### src/rtl/ft232h_rx.sv
// ft232h_rx: FT232H sync-245 FIFO receive engine buffering host bytes onto an AXI-Stream source.
// Define FT232H_RX_STATS_EN to add the rx_byte_count output.
module ft232h_rx #(
  parameter int DEPTH = 4
) (
  input  logic        ftdi_clk,
  input  logic        rst,
  input  logic        ftdi_rxf_n,
  input  logic [7:0]  ftdi_adbus_i,
  output logic        ftdi_rd_n,
  output logic        ftdi_oe_n,
  output logic        ftdi_siwu_n,
  output logic        adbus_release,
  output logic [7:0]  m_axis_tdata,
  output logic        m_axis_tvalid,
  input  logic        m_axis_tready
`ifdef FT232H_RX_STATS_EN
  ,
  output logic [31:0] rx_byte_count
`endif
);
  localparam int AW = $clog2(DEPTH);
  localparam logic [AW:0] FULL = (AW+1)'(DEPTH);
  localparam logic [AW:0] LIM = (AW+1)'(DEPTH - 2);
  typedef enum logic [1:0] {IDLE, TURN, READ, HOLD} state_t;
  state_t state, state_nx;
  logic [7:0] mem [DEPTH];
  logic [AW-1:0] wr_ptr, rd_ptr;
  logic [AW:0] count, count_nx;
  logic push, pop;
  assign push = !ftdi_rd_n && !ftdi_rxf_n;
  assign pop = m_axis_tvalid && m_axis_tready;
  assign count_nx = count + {{AW{1'b0}}, push} - {{AW{1'b0}}, pop};
  assign m_axis_tvalid = count != '0;
  assign m_axis_tdata = mem[rd_ptr];
  assign ftdi_siwu_n = 1'b1;
  always_comb begin
    state_nx = state;
    unique case (state)
      IDLE: state_nx = (!ftdi_rxf_n && count <= LIM) ? TURN : IDLE;
      TURN: state_nx = READ;
      READ: state_nx = (!ftdi_rxf_n && count_nx < FULL) ? READ : HOLD;
      HOLD: state_nx = IDLE;
    endcase
  end
  // Bus controls are registered from the next state so they change on the state edge.
  always_ff @(posedge ftdi_clk) begin
    if (rst) begin
      state <= IDLE;
      ftdi_rd_n <= 1'b1;
      ftdi_oe_n <= 1'b1;
      adbus_release <= 1'b0;
      count <= '0;
      wr_ptr <= '0;
      rd_ptr <= '0;
    end else begin
      assert (!(push && !pop && count == FULL)) else $error("ft232h_rx: fifo overflow");
      state <= state_nx;
      ftdi_rd_n <= state_nx != READ;
      ftdi_oe_n <= !(state_nx == TURN || state_nx == READ);
      adbus_release <= state_nx != IDLE;
      count <= count_nx;
      wr_ptr <= push ? wr_ptr + 1'b1 : wr_ptr;
      rd_ptr <= pop ? rd_ptr + 1'b1 : rd_ptr;
    end
  end
  always_ff @(posedge ftdi_clk) begin
    if (push) mem[wr_ptr] <= ftdi_adbus_i;
  end
`ifdef FT232H_RX_STATS_EN
  always_ff @(posedge ftdi_clk) begin
    if (rst) rx_byte_count <= '0;
    else if (push) rx_byte_count <= rx_byte_count + 32'd1;
  end
`endif
endmodule
### config.mk
export PLATFORM = sky130hd
export DESIGN_NAME = ft232h_rx
export DESIGN_NICKNAME = d
export VERILOG_FILES = /design/src/rtl/ft232h_rx.sv
export SDC_FILE = /design/constraint.sdc
export NUM_CORES = 1
export LEC_CHECK = 0
export CELL_PAD_IN_SITES_DETAIL_PLACEMENT = 1
export CELL_PAD_IN_SITES_GLOBAL_PLACEMENT = 1
export CORE_MARGIN = 2
export CORE_UTILIZATION = 30
export CTS_CLUSTER_SIZE = 25
export DETAILED_ROUTE_END_ITERATION = 16
export PLACE_DENSITY_LB_ADDON = 0.15
export SYNTH_ARGS = -nofsm -noshare
export SYNTH_HDL_FRONTEND = slang
export SYNTH_SLANG_ARGS = --single-unit
### constraint.sdc
create_clock -name ftdi_clk -period 5.3 [get_ports ftdi_clk]
set_input_delay 1.06 -clock ftdi_clk [delete_from_list [all_inputs] [get_ports ftdi_clk]]
set_output_delay 1.06 -clock ftdi_clk [all_outputs]
set_load 0.05 [all_outputs]
[Word level (Yosys, flattened, before mapping)]
Memories as Yosys holds them, arrays and structs flattened. A register that Yosys moved wholly into a read port is not among the register bits.
Index checks and enable logic that the tools add are counted.
W data, S select, Z words.
Operators by class
  add/sub/neg operators: 4
  $lt $le $gt $ge: 2
  eq/ne operators: 6
  multiplexer cells: 7
  reduce and logical (&&, ||, !) cells: 11
Operators by type and width (number)
  $pmux W2 S4: 1
  $eq A2 B2 Y1 const B: 3
  $add A2 B1 Y2 const B: 2
  $eq A2 B1 Y1 const B: 2
  $logic_and A1 B1 Y1: 4
  $mux W1: 4
  $mux W2: 2
  $add A3 B1 Y3: 1
  $le A3 B2 Y1 const B: 1
  $logic_not A1 Y1: 3
  $lt A3 B3 Y1 const B: 1
  $reduce_bool A3 Y1: 1
  $sub A3 B1 Y3: 1
  $logic_not A2 Y1: 1
  $ne A2 B2 Y1 const B: 1
  $reduce_bool A2 Y1: 1
  $logic_or A1 B1 Y1: 1
Word-level totals
  bits in registers: 12
  bits in writable memories: 32
  input port bits: 12
  logic and storage cells: 38
  memories kept: 1
Memories
  mem: words 4, bits a word 8, read ports 1, clocked after memory_dff 1, write ports 1, line 27  | logic [7:0] mem [DEPTH];

[Longest topological paths before layout]
  word-level depth: 11
  gate-level depth with buffers: 11
  gate-level depth less buffers: 11

[Least setup slack after synthesis]
No wires, ideal clock.
  path type: input-to-reg
  start: in ftdi_rxf_n
  end: reg ftdi_oe_n
  library setup time: 0.117 ns
  arrival time: 2.942 ns
  path slack: 2.241 ns
  stages on the path: 11
  buffers on the path: 0
  cell sequence: nor2_1 inv_1 ha_1 inv_1 ha_1 fa_1 xnor2_1 nor2_1 o32a_1 ha_1 nand2b_1
Between the ends
  longest elaborated chain between the ends: 11
  elaborated cells on any way between the ends: 14
  those cells by class: add/sub: 2; order compare: 1; eq/ne: 2; mux: 3; reduce/logical: 6
RTL lines
  start, declared: line 8  | input logic ftdi_rxf_n,
  $logic_not A1 Y1 (*): line 31, 40, 42
  $logic_and A1 B1 Y1: line 31  | assign push = !ftdi_rd_n && !ftdi_rxf_n;
  $add A3 B1 Y3: line 33  | assign count_nx = count + {{AW{1'b0}}, push} - {{AW{1'b0}}, pop};
  $sub A3 B1 Y3: line 33
  $lt A3 B3 Y1: line 42  | READ: state_nx = (!ftdi_rxf_n && count_nx < FULL) ? READ : HOLD;
  $logic_and A1 B1 Y1: line 42
  $mux W1: line 42
  $pmux W2 S4 (*): line 39  | unique case (state)
  $eq A2 B1 Y1 / $eq A2 B2 Y1 (equally long branches): line 60  | ftdi_oe_n <= !(state_nx == TURN || state_nx == READ);
  $logic_or A1 B1 Y1 (*): line 60
  $logic_not A1 Y1 (*): line 60
  end signal, assigned: line 60
  end, declared: line 11  | output logic ftdi_oe_n,
Mark *: on every way between the ends. The rest lies on a longest branch, timed or not.
A chain may end at the register's enable or synchronous reset.

[Final worst setup path]
Ends and elaborated chain as after synthesis.

==> metrics <==
status=finished, final reports clean; endpoints failing hold=0; wire per inst=~15 um; dpl ws=1.54 ns; Critical Path Slowest Stage Cell=clkdlybuf4s50_1; Layout area overhead=21.8%; count of final setup violators=0; GRT overflow=0; Final Cycle Share=between 60% and 70%; Setup Buffers After CTS=0; internal cell power=between 0.0007 and 0.0008 W; Die Footprint=approximately 6900 sq um; TritonCTS Buffers=5; row count=28; Clock Skew=between 0.003 and 0.004 ns; CP delay by family, top=adder cells; routability congestion estimate=approximately 0.66; commonest cells after routing, fill and taps aside=edfxtp_1 (32), clkdlybuf4s50_1 (23), dfxtp_1 (14); max_slew headroom=~62%; Final min period=approximately 3.4 ns; Avg Cell Area, Syn=~16 sq um; Clock Tree Root=clkbuf_8; synthesized net count=139; drt total wl=~3.2 mm; hpwl dp=2.24 mm; hold_buf cts=0; Synth Instances=approximately 120; GR Util All Layers=10.3%; yosys warns=0; critical path's largest stage delay=0.48 ns; Switching Fraction=roughly a third; layout cells sized above 1=between 10% and 20%; combinational share of power=36.5%; unique cell type count in the Yosys netlist=26; Port-buffer cells=23; Startpoint Class=input pin; fin util=a little under two fifths; clock network fraction of total power=between 20 and 25%; drt first pass iters=2; IO Pins=25; PwrDens=~500 nW/um^2; largest net degree at the start of global routing=15; critical path endpoint category=register; clk_lat worst skew=between 0.2 and 0.3 ns; remaining antenna violation count=0; antenna cell count=0; DRT iter0 DRCs=27; CTS H-tree depth=2; Reg power frac=between 40% and 50%; vias=about 960; maximum resistive drop on vdd=around 190 uV; CTS tree=built; Reg clk slew, reported paths=0.08 ns; sw power=between 0.0003 and 0.0004 W; Setup CP Type=in2reg; fmax=slightly below 300 MHz; Bufs on Longest Clock Path=2; routed vias/inst=about 4.4; CP cell instances=clkdlybuf4s50_1 -> nor2_1 -> inv_1 -> ha_1 -> inv_1 -> ha_1 -> fa_1 -> xnor2_1 -> nor2_1 -> o32a_1 -> ha_1 -> nand2b_1; Critical Path Fanout Max=7; clk sinks=46; Pleak=just under 0.8 nW; total power draw=between 0.001 and 0.0015 W; worst slew pin tran=0.572 ns; Synth Register Bits=between 40 and 50; drt drc=0; vias in the first global route=a little over 1000; hold crit path type=reg2reg; crit path setup slack, layout=roughly 1.9 ns; cell mode on critical path=ha_1; WP data arrival=between 3 and 4 ns; RSZ-0062 raised after global routing=no; Initial Util=roughly 31%; Die Ht=just over 80 um; Final #Nets=about 170; Resize count post-CTS=0; synthesized cell area=approximately 1900 sq um; WP buf/inv=3; worst endpoint required time=approximately 5.5 ns; die width=82.8 um; initial antenna violation count=0; sequential fraction of the synthesis area=between 60 and 70%; max_cap viols=0; first-pass GRT wire length=between 4 and 5 mm; setup TNS=0 ns; commonest non-fill, non-tap cell in the layout=edfxtp_1; Core Area=5960 sq um; Final Max Slew Viols=0
path summary, 6_finish.rpt:
path	cells after the start	slack [ns]	from	to
setup / recovery	12	1.86	ftdi_rxf_n	ftdi_oe_n$_SDFF_PP1_
hold / removal	2	0.53	wr_ptr[1]$_SDFFE_PP0P_	wr_ptr[1]$_SDFFE_PP0P_
hold reg to reg	2	0.53	wr_ptr[1]$_SDFFE_PP0P_	wr_ptr[1]$_SDFFE_PP0P_
setup reg to reg	11	2.79	ftdi_rd_n$_SDFF_PP1_	ftdi_oe_n$_SDFF_PP1_
Yosys cell counts:
master | n | area (sq um)
edfxtp_1 | 32 | 961
dfxtp_1 | 14 | 280
ha_1 | 11 | 138
inv_1 | 11 | 41.3
nor2_1 | 9 | 33.8
mux4_2 | 8 | 180
and2_1 | 4 | 25.0
nand2_1 | 3 | 11.3
nor2b_1 | 3 | 18.8
a21oi_1 | 2 | 10.0
nand2b_1 | 2 | 12.5
xnor2_1 | 2 | 17.5
buf_4 | 1 | 7.51
buf_6 | 1 | 11.3
clkbuf_1 | 1 | 3.75
clkbuf_2 | 1 | 5.00
conb_1 | 1 | 3.75
fa_1 | 1 | 20.0
o21ai_0 | 1 | 5.00
o311ai_2 | 1 | 16.3
o31a_2 | 1 | 10.0
o32a_1 | 1 | 10.0
o32ai_1 | 1 | 8.76
or3_1 | 1 | 6.26
xnor2_2 | 1 | 16.3
xor2_1 | 1 | 8.76
flip-flops by register name, summed over array words and instances (netlist names), named ones only:
register	flops
ftdi_oe_n	1
mem	32
state	2
wr_ptr	2
ftdi_rd_n	1
count	3
adbus_release	1
rd_ptr	2
kinds of logic after synthesis:
group / synth area share, %
other cells: 0.201
fa+ha+maj: 8.47
mux: 9.68
xor+xnor: 2.29
compound gates: 3.23
simple gates: 5.78
flops: 66.7
buf+inv: 3.70
power groups by stage:
stage          combinational (W)  clock (W)  sequential, W
2_1_floorplan           0.000300          0       0.000482
3_3_place_gp            0.000415          0       0.000479
3_5_place_dp            0.000422          0       0.000480
4_1_cts                 0.000423   0.000265       0.000472
5_1_grt                 0.000453   0.000278       0.000478
6_report                0.000415   0.000254       0.000469
area by class of cell:
class	count	area, sq um
clock buffers	6	72.6
repair buffers	23	230
multi-input cells	54	552
fillers	632	3690
flip-flops and latches	46	1240
inverters	11	41.3
well taps	75	93.8
clock inverters	2	37.5
metrics by stage:
stage | hold slack [ns] | instances | cell area, sq um
final | 0.535 | 217 | 2270
after global routing | 0.586 | 217 | 2270
after CTS | 0.544 | 217 | 2270
after detailed placement | 0.523 | 209 | 2160
after global placement | 0.521 | 209 | 2160
after floorplan | 0.485 | 115 | 1860
worst register-to-register path, cell delays in order, from the launching register on:
cell and delay, ns:
dfxtp_1 0.33, nor2_1 0.32, inv_1 0.09, ha_1 0.28
inv_1 0.03, ha_1 0.18, fa_1 0.38, xnor2_1 0.20
nor2_1 0.07, o32a_1 0.18, ha_1 0.28, nand2b_1 0.05
per-layer routing:
metal  GRT usage, %  share of wire [%]  up-vias
met5              0                  0        -
met4           4.43                1.8        0
met3           3.68                4.6        6
met2           17.6                 50       18
met1           11.7                 44      472
li1               -                  -      460
(Power assumes the default switching activity.)
